===== config.mk =====
export PLATFORM = sky130hd
export DESIGN_NAME = serial_adder
export DESIGN_NICKNAME = d
export VERILOG_FILES = /design/src/rtl/serial_adder.sv
export SDC_FILE = /design/constraint.sdc
export NUM_CORES = 1
export LEC_CHECK = 0
export CORE_ASPECT_RATIO = 0.5
export CORE_MARGIN = 5
export CORE_UTILIZATION = 42
export DETAILED_ROUTE_END_ITERATION = 16
export PLACE_DENSITY = 0.74
export SYNTH_ARGS = -nofsm -noshare
export SYNTH_HDL_FRONTEND = slang
export SYNTH_SLANG_ARGS = --single-unit

===== constraint.sdc =====
create_clock -name clk -period 1.6 [get_ports clk]
set_clock_uncertainty 0.1 [all_clocks]
set_input_delay 0.32 -clock clk [delete_from_list [all_inputs] [get_ports clk]]
set_output_delay 0.32 -clock clk [all_outputs]
set_load 0.05 [all_outputs]

===== src/rtl/serial_adder.sv =====
// Bit-serial adder: one full-adder cell, sequenced LSB first over WIDTH cycles.
// sum/carry are registered and change only when a result completes.

module full_adder (
  input  logic a,
  input  logic b,
  input  logic cin,
  output logic sum,
  output logic carry
);

  assign sum   = a ^ b ^ cin;
  assign carry = (a & b) | (cin & (a ^ b));

endmodule

module serial_adder #(
  parameter int WIDTH = 8
) (
  input  logic             clk,
  input  logic             rst,
  input  logic             start,
  input  logic [WIDTH-1:0] a,
  input  logic [WIDTH-1:0] b,
  input  logic             cin,
  output logic             busy,
  output logic             done,
  output logic [WIDTH-1:0] sum,
  output logic             carry
);

  localparam int CNT_W = $clog2(WIDTH);
  localparam logic [CNT_W-1:0] LAST = CNT_W'(WIDTH - 1);

  typedef enum logic {
    IDLE,
    RUN
  } state_t;

  state_t state, state_next;

  logic [WIDTH-1:0] a_sh;
  logic [WIDTH-1:0] b_sh;
  // Bit 0 of the accumulator would only ever hold a discarded zero, so it is not stored.
  logic [WIDTH-1:1] acc;
  logic [WIDTH-1:0] acc_next;
  logic             c_reg;
  logic [CNT_W-1:0] cnt;

  logic load;
  logic step;
  logic finish;
  logic fa_sum;
  logic fa_carry;

  full_adder fa (
    .a    (a_sh[0]),
    .b    (b_sh[0]),
    .cin  (c_reg),
    .sum  (fa_sum),
    .carry(fa_carry)
  );

  assign acc_next = {fa_sum, acc};

  always_ff @(posedge clk or posedge rst) begin
    if (rst) begin
      state <= IDLE;
    end else begin
      state <= state_next;
    end
  end

  always_comb begin
    state_next = state;
    load       = 1'b0;
    step       = 1'b0;
    finish     = 1'b0;
    unique case (state)
      IDLE: begin
        if (start) begin
          load       = 1'b1;
          state_next = RUN;
        end
      end
      RUN: begin
        step = 1'b1;
        if (cnt == LAST) begin
          finish     = 1'b1;
          state_next = IDLE;
        end
      end
      default: state_next = IDLE;
    endcase
  end

  always_ff @(posedge clk or posedge rst) begin
    if (rst) begin
      a_sh  <= '0;
      b_sh  <= '0;
      acc   <= '0;
      c_reg <= 1'b0;
      cnt   <= '0;
    end else if (load) begin
      a_sh  <= a;
      b_sh  <= b;
      acc   <= '0;
      c_reg <= cin;
      cnt   <= '0;
    end else if (step) begin
      a_sh  <= a_sh >> 1;
      b_sh  <= b_sh >> 1;
      acc   <= acc_next[WIDTH-1:1];
      c_reg <= fa_carry;
      cnt   <= cnt + CNT_W'(1);
    end
  end

  // Result registers only load on the final bit, so partial sums never leak out.
  always_ff @(posedge clk or posedge rst) begin
    if (rst) begin
      busy  <= 1'b0;
      done  <= 1'b0;
      sum   <= '0;
      carry <= 1'b0;
    end else begin
      done <= finish;
      if (load) begin
        busy <= 1'b1;
      end else if (finish) begin
        busy <= 1'b0;
      end
      if (finish) begin
        sum   <= acc_next;
        carry <= fa_carry;
      end
    end
  end

endmodule


## Yosys cells after proc, flatten, opt, wreduce, memory -nomap -nowiden

Index checks and enable logic that the tools add are counted.

- Register bits: 39
- Bits of input ports: 20
- Output and inout port bits: 11
- Word-level logic and storage cells: 39

- Add/subtract/negate cells: 1
- Eq/ne operators: 1
- Mux-type cells: 19
- Bitwise logic cells: 6
- Reduce and logical (&&, ||, !) cells: 2

Operator list:

| kind | number |
|---|---|
| two-way mux 8 bit | 4 |
| two-way mux 7 bit | 2 |
| two-way mux 1 bit | 10 |
| two-way mux 3 bit | 2 |
| nonzero test 2 bit | 2 |
| adder 3 x 1 -> 3 bit, second input constant | 1 |
| == test 3 bit, second input constant | 1 |
| AND 1 bit | 2 |
| one-hot mux 1 bit (2 select lines) | 1 |
| bitwise XOR 1 bit | 2 |
| inverter 1 bit | 1 |
| bitwise OR 1 bit | 1 |

## Longest topological paths before layout

- Depth in word-level cells: 5
- Gate-level depth with buffers: 5
- Depth with buffers taken out: 4

## Hierarchy

From an unflattened synthesis, not the netlist that was laid out.

- Cells, all modules: 144
- Area total of the unflattened synthesis: 1719.1 um^2

By module, submodules not included:

| module | times used | cells an instance | area an instance (um^2) | seq. area each (um^2) |
|---|---|---|---|---|
| serial_adder | 1 | 143 | 1699.1 | 975.9 |
| full_adder | 1 | 1 | 20.0 | 0.0 |

## Least setup slack after synthesis

No wires, ideal clock.

- Kind: register to register
- Start point: register cnt[0]
- End point: register carry
- Library setup time: 0.125 ns
- Arrival: 1.226 ns
- Data required time: 1.375 ns
- Setup slack: 0.149 ns
- Cell stages (with the launch flop): 5
- Path buffers: 0
- Clock period less this slack: 1.451 ns
- Cell sequence: dfrtp_1 -> ha_1 -> ha_1 -> nand2_4 -> mux2_2

- Longest elaborated chain between the ends: 3

RTL lines:

| item | RTL line | RTL |
|---|---|---|
| start, declared | 48 | `logic [CNT_W-1:0] cnt;` |
| start signal, assigned | 115 | `cnt <= cnt + CNT_W'(1);` |
| == test 3 bit | 88 | `if (cnt == LAST) begin` |
| two-way mux 1 bit | 88 |  |
| two-way mux 1 bit | 79 | `unique case (state)` |
| end signal, assigned | 135 | `carry <= fa_carry;` |
| end, declared | 29 | `output logic carry` |

Every way passes these cells.
A chain may end at the register's enable or synchronous reset.

## Worst setup path in the final report

- Start point: register cnt[0]
- End point: register sum[6]

- Longest elaborated chain between the ends: 3

RTL lines:

| item | RTL line | RTL |
|---|---|---|
| == test 3 bit | 88 |  |
| two-way mux 1 bit | 88 |  |
| two-way mux 1 bit | 79 |  |
| end signal, assigned | 134 | `sum <= acc_next;` |
| end, declared | 28 | `output logic [WIDTH-1:0] sum,` |

Every way passes these cells.

==> flow_metrics.tcl <==
set metrics [dict create \
    combPwrFrac_pct 44.3 \
    ys.flop_type "dfrtp_1" \
    yosys-top-cells-count "dfrtp_1, nand2_1, mux2i_1, o21ai_0, mux2_2" \
    end_kind "flop" \
    p_sw_mw 1.499 \
    cts.repair.resized 0 \
    cts_root_buffer "clkbuf_8" \
    clockPowerShare_pct 14.2 \
    cts_tree "built" \
    die_w_um 100.2 \
    worstPathRequired_ns 1.67 \
    grt_max_degree 40 \
    yosys.area.top_type_share_pct 57.10 \
    cts_sinks 39 \
    cts_made_buffers 5 \
    arrival_ns 1.62 \
    worst-path-max-fanout 10 \
    timing.rr.end "sum[6]$_DFFE_PP0P_" \
    status "complete, no violations" \
    grtUsageMet2_pct 18.86 \
    yosysUniqueCellTypes 19 \
    synthArstFlopShare_pct 100.0 \
    rsz0062_at_grt "no" \
    dp_hpwl_mm 1.884 \
    route.vias.total 1060 \
    total_power_mw 4.105 \
    peakVddDrop_v 0.0005343 \
    die_area_mm2 0.005523 \
    dpl_cell_area_mm2 0.002158 \
    r2r-start "cnt[0]$_DFFE_PP0P_" \
    slew_headroom_pct 77.40 \
    wl_per_cell_um 11.67 \
    drive_above_1_share_pct 18.97 \
    syn-num-nets 165 \
    fin_util_pct 57.15 \
    reg2reg_depth 4 \
    maxCapViolations 0 \
    grt_pass1_wl_mm 4.698 \
    h-tree-depth 2 \
    drt_iter0_drc 41 \
    hold_ws_ns 0.2832 \
    syn_area_mm2 0.001709 \
    synth-seq-cells 39 \
    synth_most_common_cell "dfrtp_1" \
    internal_power_mw 2.606 \
    startpoint_type "flop" \
    n_antenna_cell 0 \
    syn_inst 142 \
    top_usage_layer "met2" \
    grt_antenna_before_repair 0 \
    ys_seq_area_share_pct 57.10 \
    period_needed_ns 1.551 \
    cts_setup_buffers 0 \
    hp-class "input pin to async pin" \
    pre_cts_ws_ns 0.003527 \
    p_per_area_mw_per_mm2 1840 \
    synth.area.top_cells "dfrtp_1, mux2i_1, mux2_2, nand2_1, o21ai_0" \
    yosysWarnings 0 \
    die_h_um 55.11 \
    grt_pass1_vias 1055 \
    tns_ns 0 \
    synth_edf_count 0 \
    initial_core_util_pct 43.78 \
    swShare_pct 36.51 \
    grt.met3_usage_pct 3.004 \
    fin_area_mm2 0.002231 \
    clkSlewWorstSetupHoldPaths_ns 0.07 \
    crit_path_end "sum[6]$_DFFE_PP0P_" \
    drv_slew 0 \
    clkLatencyLatePin_ns 0.28 \
    dr.pass1.iters 4 \
    routabilityCongestion 0.6938 \
    fmax_mhz 644.9 \
    coreArea_mm2 0.003904 \
    stdcell_count 228 \
    viasPerCell 4.649 \
    r2r_slack_ns 0.05 \
    drt-total-wl_mm 2.661 \
    syn2layout_area_growth_pct 30.53 \
    ioPinCount 31 \
    synth_area_per_cell_um2 12.04 \
    critPathKind "flop to flop" \
    cp-startpoint "cnt[0]$_DFFE_PP0P_" \
    setup_viol 0 \
    drc 0 \
    grt_usage_pct 11.19 \
    num_rows 16 \
    ctsHoldBuffers 0 \
    port_buffers 30 \
    synth_top_cell_by_area "dfrtp_1" \
    ant_nets 0 \
    setup_ws_ns 0.04936 \
    tightest_slew_ns 0.3390 \
    use_met1_pct 13.30 \
    hold_viol 0 \
    overflow 0 \
    final_nets 198 \
    cts_buffer_depth 2 \
    numPlacedInstances 222 \
    largestRegisters "a_sh: 8 flops, b_sh: 8 flops, sum: 8 flops" \
    fin_crit_sh_pct 96.92 \
    p_seq_share_pct 41.5 \
    p_leak_nw 1.046 \
]
==> routing by layer <==
layer	wire length, µm	part of all wire [%]
met5	0	0
met4	48	1.8
met3	116	4.4
met2	1223	46
met1	1272	48
==> worst min-delay path by stage <==
stage | endpoint | depth (start not counted)
floorplan | a_sh[4]$_DFFE_PP0P_ | 2
global placement | b_sh[1]$_DFFE_PP0P_ | 2
detailed placement | b_sh[0]$_DFFE_PP0P_ | 2
CTS | sum[1]$_DFFE_PP0P_ | 3
global route | sum[1]$_DFFE_PP0P_ | 3
finish | busy$_DFFE_PP0P_ | 3
==> critical path, stage by stage (launching register included) <==
cell     delay [ns]
dfrtp_1        0.40
ha_1           0.20
ha_1           0.23
nand2_4        0.16
mux2_2         0.35
==> cell usage in the layout (no fill, tap or decap), types with 3 or more instances in the layout <==
cell type,count
buf_12,13
nand2_1,22
mux2_2,10
buf_4,3
inv_1,4
nor2_1,3
o21ai_0,13
mux2i_1,18
o21ai_1,9
clkdlybuf4s50_1,19
dfrtp_1,39
clkbuf_8,5
nand2b_1,7
==> power groups by stage <==
stage	sequential [mW]	combinational (mW)	clock (mW)
after floorplan	1.97	0.888	0
after global placement	1.71	1.81	0
after detailed placement	1.73	1.84	0
after CTS	1.71	1.84	0.606
after global routing	1.76	1.99	0.650
final	1.70	1.82	0.581
==> layout make-up <==
cell class	instances	area [µm²]
fillers	332	1673
flip-flops and latches	39	975.9
repair buffers	35	473.0
well taps	54	67.56
clock buffers	6	72.57
inverters	4	15.01
multi-input cells	90	626.9
==> kinds of logic after synthesis <==
family / count (synthesis) / synth area share [%]
AOI/OAI and AO/OA: 25 / 7.833
muxes: 28 / 17.13
buffers and inverters: 13 / 6.222
DFF: 39 / 57.10
adders and majority gates: 3 / 2.635
and+or+nand+nor: 34 / 9.078
Power figures use the tool's default switching activity.
